**src/rtl/eq_pkg.sv**
```systemverilog
// Shared equalizer types: the biquad coefficient record and its Q2.30 constants.
// The biquad engine imports this same package.
package eq_pkg;

  localparam int COEF_W = 32;
  localparam logic [COEF_W-1:0] UNITY = 32'h4000_0000;

  typedef struct packed {
    logic signed [COEF_W-1:0] b0;
    logic signed [COEF_W-1:0] b1;
    logic signed [COEF_W-1:0] b2;
    logic signed [COEF_W-1:0] a1;
    logic signed [COEF_W-1:0] a2;
  } biquad_coef_t;

  localparam biquad_coef_t PASSTHROUGH = '{
    b0: UNITY,
    b1: '0,
    b2: '0,
    a1: '0,
    a2: '0
  };

endpackage

```
**src/rtl/eq_coef_bank.sv**
```systemverilog
// Double-buffered biquad coefficient store: parsed sets land in a shadow bank and
// are committed atomically to the active bank at the next audio sample tick.
module eq_coef_bank
  import eq_pkg::*;
#(
  parameter int unsigned N_FILT = 10,
  localparam int IDX_W = (N_FILT > 1) ? $clog2(N_FILT) : 1
) (
  input  logic              i_clk,
  input  logic              i_rst_n,
  input  logic              i_set_coef,
  input  logic [7:0]        i_set_filt,
  input  logic [COEF_W-1:0] i_b0,
  input  logic [COEF_W-1:0] i_b1,
  input  logic [COEF_W-1:0] i_b2,
  input  logic [COEF_W-1:0] i_a1,
  input  logic [COEF_W-1:0] i_a2,
  input  logic              i_sample_tick,
  input  logic [IDX_W-1:0]  i_rd_idx,
  output logic [COEF_W-1:0] o_b0,
  output logic [COEF_W-1:0] o_b1,
  output logic [COEF_W-1:0] o_b2,
  output logic [COEF_W-1:0] o_a1,
  output logic [COEF_W-1:0] o_a2,
  output logic              o_pending,
  output logic              o_commit,
  output logic              o_drop,
  output logic [15:0]       o_commit_cnt
);

  // Strobes only: i_set_coef and i_sample_tick are single-cycle pulses with no
  // backpressure; every pulse is consumed on the edge where it is seen.

  biquad_coef_t            shadow [N_FILT];
  biquad_coef_t            active [N_FILT];
  logic [N_FILT-1:0]       pend_mask;
  biquad_coef_t            rd_q;
  biquad_coef_t            wr_coef;
  logic                    wr_ok;
  logic                    rd_ok;
  logic [N_FILT-1:0]       wr_bit;
  logic                    do_commit;

  always_comb begin
    wr_coef   = '{b0: i_b0, b1: i_b1, b2: i_b2, a1: i_a1, a2: i_a2};
    wr_ok     = i_set_coef && (32'(i_set_filt) < N_FILT);
    rd_ok     = 32'(i_rd_idx) < N_FILT;
    do_commit = i_sample_tick && (|pend_mask);
    wr_bit    = '0;
    if (wr_ok) wr_bit[i_set_filt[IDX_W-1:0]] = 1'b1;
  end

  // Non-blocking semantics give the required ordering: a same-cycle write and
  // commit see the pre-edge shadow, and the new write keeps its bit pending.
  always_ff @(posedge i_clk or negedge i_rst_n) begin
    if (!i_rst_n) begin
      for (int k = 0; k < int'(N_FILT); k++) begin
        shadow[k] <= PASSTHROUGH;
        active[k] <= PASSTHROUGH;
      end
      pend_mask    <= '0;
      rd_q         <= '0;
      o_commit     <= 1'b0;
      o_drop       <= 1'b0;
      o_commit_cnt <= '0;
    end else begin
      for (int k = 0; k < int'(N_FILT); k++) begin
        if (do_commit && pend_mask[k]) active[k] <= shadow[k];
      end
      if (wr_ok) shadow[i_set_filt[IDX_W-1:0]] <= wr_coef;
      pend_mask    <= (i_sample_tick ? '0 : pend_mask) | wr_bit;
      rd_q         <= rd_ok ? active[i_rd_idx] : PASSTHROUGH;
      o_commit     <= do_commit;
      o_drop       <= i_set_coef && !wr_ok;
      if (do_commit) o_commit_cnt <= o_commit_cnt + 16'd1;
    end
  end

  assign o_b0      = rd_q.b0;
  assign o_b1      = rd_q.b1;
  assign o_b2      = rd_q.b2;
  assign o_a1      = rd_q.a1;
  assign o_a2      = rd_q.a2;
  assign o_pending = |pend_mask;

endmodule

```
**config.mk**
```make
export PLATFORM = sky130hd
export DESIGN_NAME = eq_coef_bank
export DESIGN_NICKNAME = d
export VERILOG_FILES = /design/src/rtl/eq_pkg.sv /design/src/rtl/eq_coef_bank.sv
export SDC_FILE = /design/constraint.sdc
export NUM_CORES = 2
export LEC_CHECK = 0
export ABC_CLOCK_PERIOD_IN_PS = 4000
export CORE_MARGIN = 3
export CORE_UTILIZATION = 40
export DETAILED_ROUTE_END_ITERATION = 8
export PLACE_DENSITY = 0.66
export SETUP_SLACK_MARGIN = 0.2
export SLEW_MARGIN = 15
export SYNTH_ARGS = -nofsm -noshare
export SYNTH_HDL_FRONTEND = slang
export SYNTH_SLANG_ARGS = --single-unit
```
**constraint.sdc**
```tcl
create_clock -name i_clk -period 4 [get_ports i_clk]
set_input_delay 0.4 -clock i_clk [delete_from_list [all_inputs] [get_ports i_clk]]
set_output_delay 0.4 -clock i_clk [all_outputs]
set_load 0.01 [all_outputs]
```
==> out/results.ini <==
[status]
status = finished, final reports clean

[clock_network]
clock-sinks = 3388
cts_max_path_buffers = 4
clk_pin_slew_ps = 60
cts-root-buf = clkbuf_16
htree_levels = 5
cts_buffers = 364
clk_latency_ps = 940
cts_resized = 0
cts_tree = yes

[route]
drc_errors = 0
viasPerCell = 5.44
vias = 74700
avgRoutedWirePerCell_um = 26.2
routed_wl_um = 360000
firstDrtPassIters = 6
drtAntennaViolNets = 0
drtIter0Drc = 4365

[sta]
setup_viol = 0
tns_ps = 0
slew_violations = 0
period_minus_slack_ps = 3300
worst_pin_slew_ps = 1120
timing.final.crit_share_pct = 82.6
skew_ps = 42.3
clock.fmax_mhz = 303
hold_viol = 0
relSlewSlack_pct = 25.5
rsz0062_at_grt = no

[grt]
grt_pass1_wl_um = 541000
grt_max_degree = 188
grt_pass1_vias = 82100
antenna_found_initial = 38
gr-usage-all-layers_pct = 20.6
globalRouteOverflowTotal = 0

[yosys]
synth_nets = 8746
yosys_warnings = 0
synth_top_cell_area_share_pct = 62.1
ys_top_cells_by_area = dfrtp_1 62%, mux2_2 26%, mux2i_1 4.1%, mux4_2 2.0%, a22oi_1 1.4%
ys_types = 33
syn_area_per_cell_um2 = 15.8
ys_ff_latch = 3388
netlist_area_um2 = 136000
postSynthCellCount = 8569
yosysTopAreaCell = dfrtp_1
seq_area_frac_synth_pct = 62.5

[placement]
place_area_um2 = 146000
port_buffers = 354
gp_congestion = 0.755
place_hpwl_um = 211000

[worst_setup_path]
r2r_setup_slack_ps = 1960
crit_type = register to primary output
r2r-end = active[576]
cp_data_required_time_ps = 3600
cp-start-kind = register
reg2reg_depth = 3
crit_arrival_ps = 2900
r2r_start = pend_mask[6]
setup.worst_path.end_class = primary output
critPathMaxFanout = 3

[power_and_ir_drop]
intPower_mw = 57.2
power_density_nw_per_um2 = 466
p_comb_share_pct = 4.8
ir_drop_v = 0.000392
p_seq_share_pct = 48.4
p_sw_share_pct = 22.5
p_leak_nw = 80.2
power_mw = 73.9
switchingPower_mw = 16.6
p_clk_share_pct = 46.8

[floorplan]
start_util_pct = 40.3
dieArea_um2 = 346000
core_area_um2 = 337000
die_y_um = 588
die_w_um = 588
io_pins = 355
rows = 213

[worst_hold_path]
holdCritPathClass = input port to register
hold_depth = 2
holdPathEnd = o_drop
hp-start = i_set_coef

[finish]
drive_above_1_share_pct = 46.0
nets = 9069
syn_to_final_growth_pct = 16.8
fin_area_um2 = 159000

[run]
drv_cap = 0

layer usage:
layer	track usage (%)	up-vias	share of wire [%]
met5	0	-	0.019
li1	-	31600	-
met1	27.7	41000	44
met3	2.58	551	3.8
met4	6.33	12	2.8
met2	34.8	1492	50
cell families (layout without fill, tap and decap cells):
logic type | count (synthesis) | count (layout) | synth area share [%]
buffers and inverters | 690 | 1311 | 2.02
xor gates and xnor gates | 15 | 15 | 0.0968
DFF | 3388 | 3388 | 62.5
and+or+nand+nor | 166 | 166 | 0.543
adders and majority gates | 1 | 1 | 0.00922
muxes | 3878 | 3878 | 32.7
other | 0 | 15 | 0
AOI/OAI and AO/OA | 431 | 431 | 2.16
through the flow:
stage | setup slack [ps] | util [%] | hold slack [ps] | std cells
finish | 698 | 47.0 | 117 | 13700
global route | 554 | 47.0 | 81.2 | 13700
CTS | 480 | 47.0 | 47.8 | 13700
detailed placement | 503 | 43.3 | 444 | 13000
global placement | 457 | 43.3 | 442 | 13000
floorplan | 1710 | - | 104 | 8569
flip-flops by register name, indices dropped and copies added (netlist names):
signal / flops
o_b2: 32
o_b1: 32
o_drop: 1
o_a1: 32
o_a2: 32
active: 1600
shadow: 1600
pend_mask: 10
o_b0: 32
o_commit_cnt: 16
o_commit: 1
how the worst max path moves through the flow:
stage                        startpoint          end  slack, ps  depth (start not counted)
final                      pend_mask[8]    o_pending        700                          3
after global routing       pend_mask[8]    o_pending        550                          3
after CTS                  pend_mask[8]    o_pending        480                          3
after detailed placement  i_set_filt[7]   shadow[34]        500                          6
after floorplan           i_set_filt[7]  shadow[470]       1710                          6
after global placement    i_set_filt[7]   shadow[35]        460                          6
power groups by stage:
stage	Combinational (mW)	Sequential [mW]	Clock, mW
after detailed placement	3.59	36.4	0
after global routing	3.85	35.8	36.8
after floorplan	1.64	36.2	0
final	3.52	35.7	34.6
after global placement	3.48	36.3	0
after CTS	3.60	35.7	35.4
critical path, cell delays in order, from the launching register on:
cell and delay [ps]:
dfrtp_1 420, nor4_1 490, nand3_1 460, clkdlybuf4s50_1 620
layout by cell type (no fill, tap or decap), types with 4 or more instances in the layout:
cell	instances
clkbuf_8	87
clkinv_16	5
clkinv_4	4
a22oi_1	258
mux2_1	8
nand2_1	103
o21ai_0	69
nand4_1	6
o22ai_1	99
nor2b_1	4
inv_16	6
dfstp_2	20
clkinv_8	5
inv_6	13
clkdlybuf4s50_1	350
clkinv_2	56
clkbuf_16	365
nand2_4	17
nor2_1	5
nand3_1	8
clkinvlp_4	10
buf_12	117
dfrtp_1	3368
mux2_2	3193
buf_4	161
clkbuf_1	82
mux4_2	122
mux2i_1	555
inv_1	12
diode_2	15
xnor2_1	13
bufinv_16	31
cell type report:
type	count	area, µm²
Fill cell	28700	179000
Sequential cell	3388	84800
Multi-Input combinational cell	4491	48400
Clock buffer	534	10600
Timing Repair Buffer	635	7170
Tap cell	4515	5650
Clock inverter	130	1790
Inverter	12	45.0
Antenna cell	15	37.5
cells in the mapped netlist:
cell type / number
xnor2_1: 13
nand3_1: 11
inv_1: 12
mux2_1: 8
mux2i_1: 555
nor3_1: 3
nor2_1: 7
a21o_1: 1
o22ai_1: 99
or4_4: 1
o21a_1: 2
nor2b_1: 7
nor4b_4: 1
nand2_1: 120
buf_1: 286
dfstp_2: 20
mux4_2: 122
dfrtp_1: 3368
a211oi_1: 1
nor4_1: 2
mux2_2: 3193
nor4_2: 1
buf_2: 123
a31oi_1: 1
and4_1: 2
xor2_1: 2
ha_1: 1
a22oi_1: 258
and2_1: 1
clkbuf_1: 269
o21ai_0: 69
nand4_1: 6
and3_1: 4
what timing repair did:
action	in CTS	in global routing
hold endpoints to repair	338	0
setup buffers	0	0
hold buffers	2	0
(Power assumes the default switching activity.)
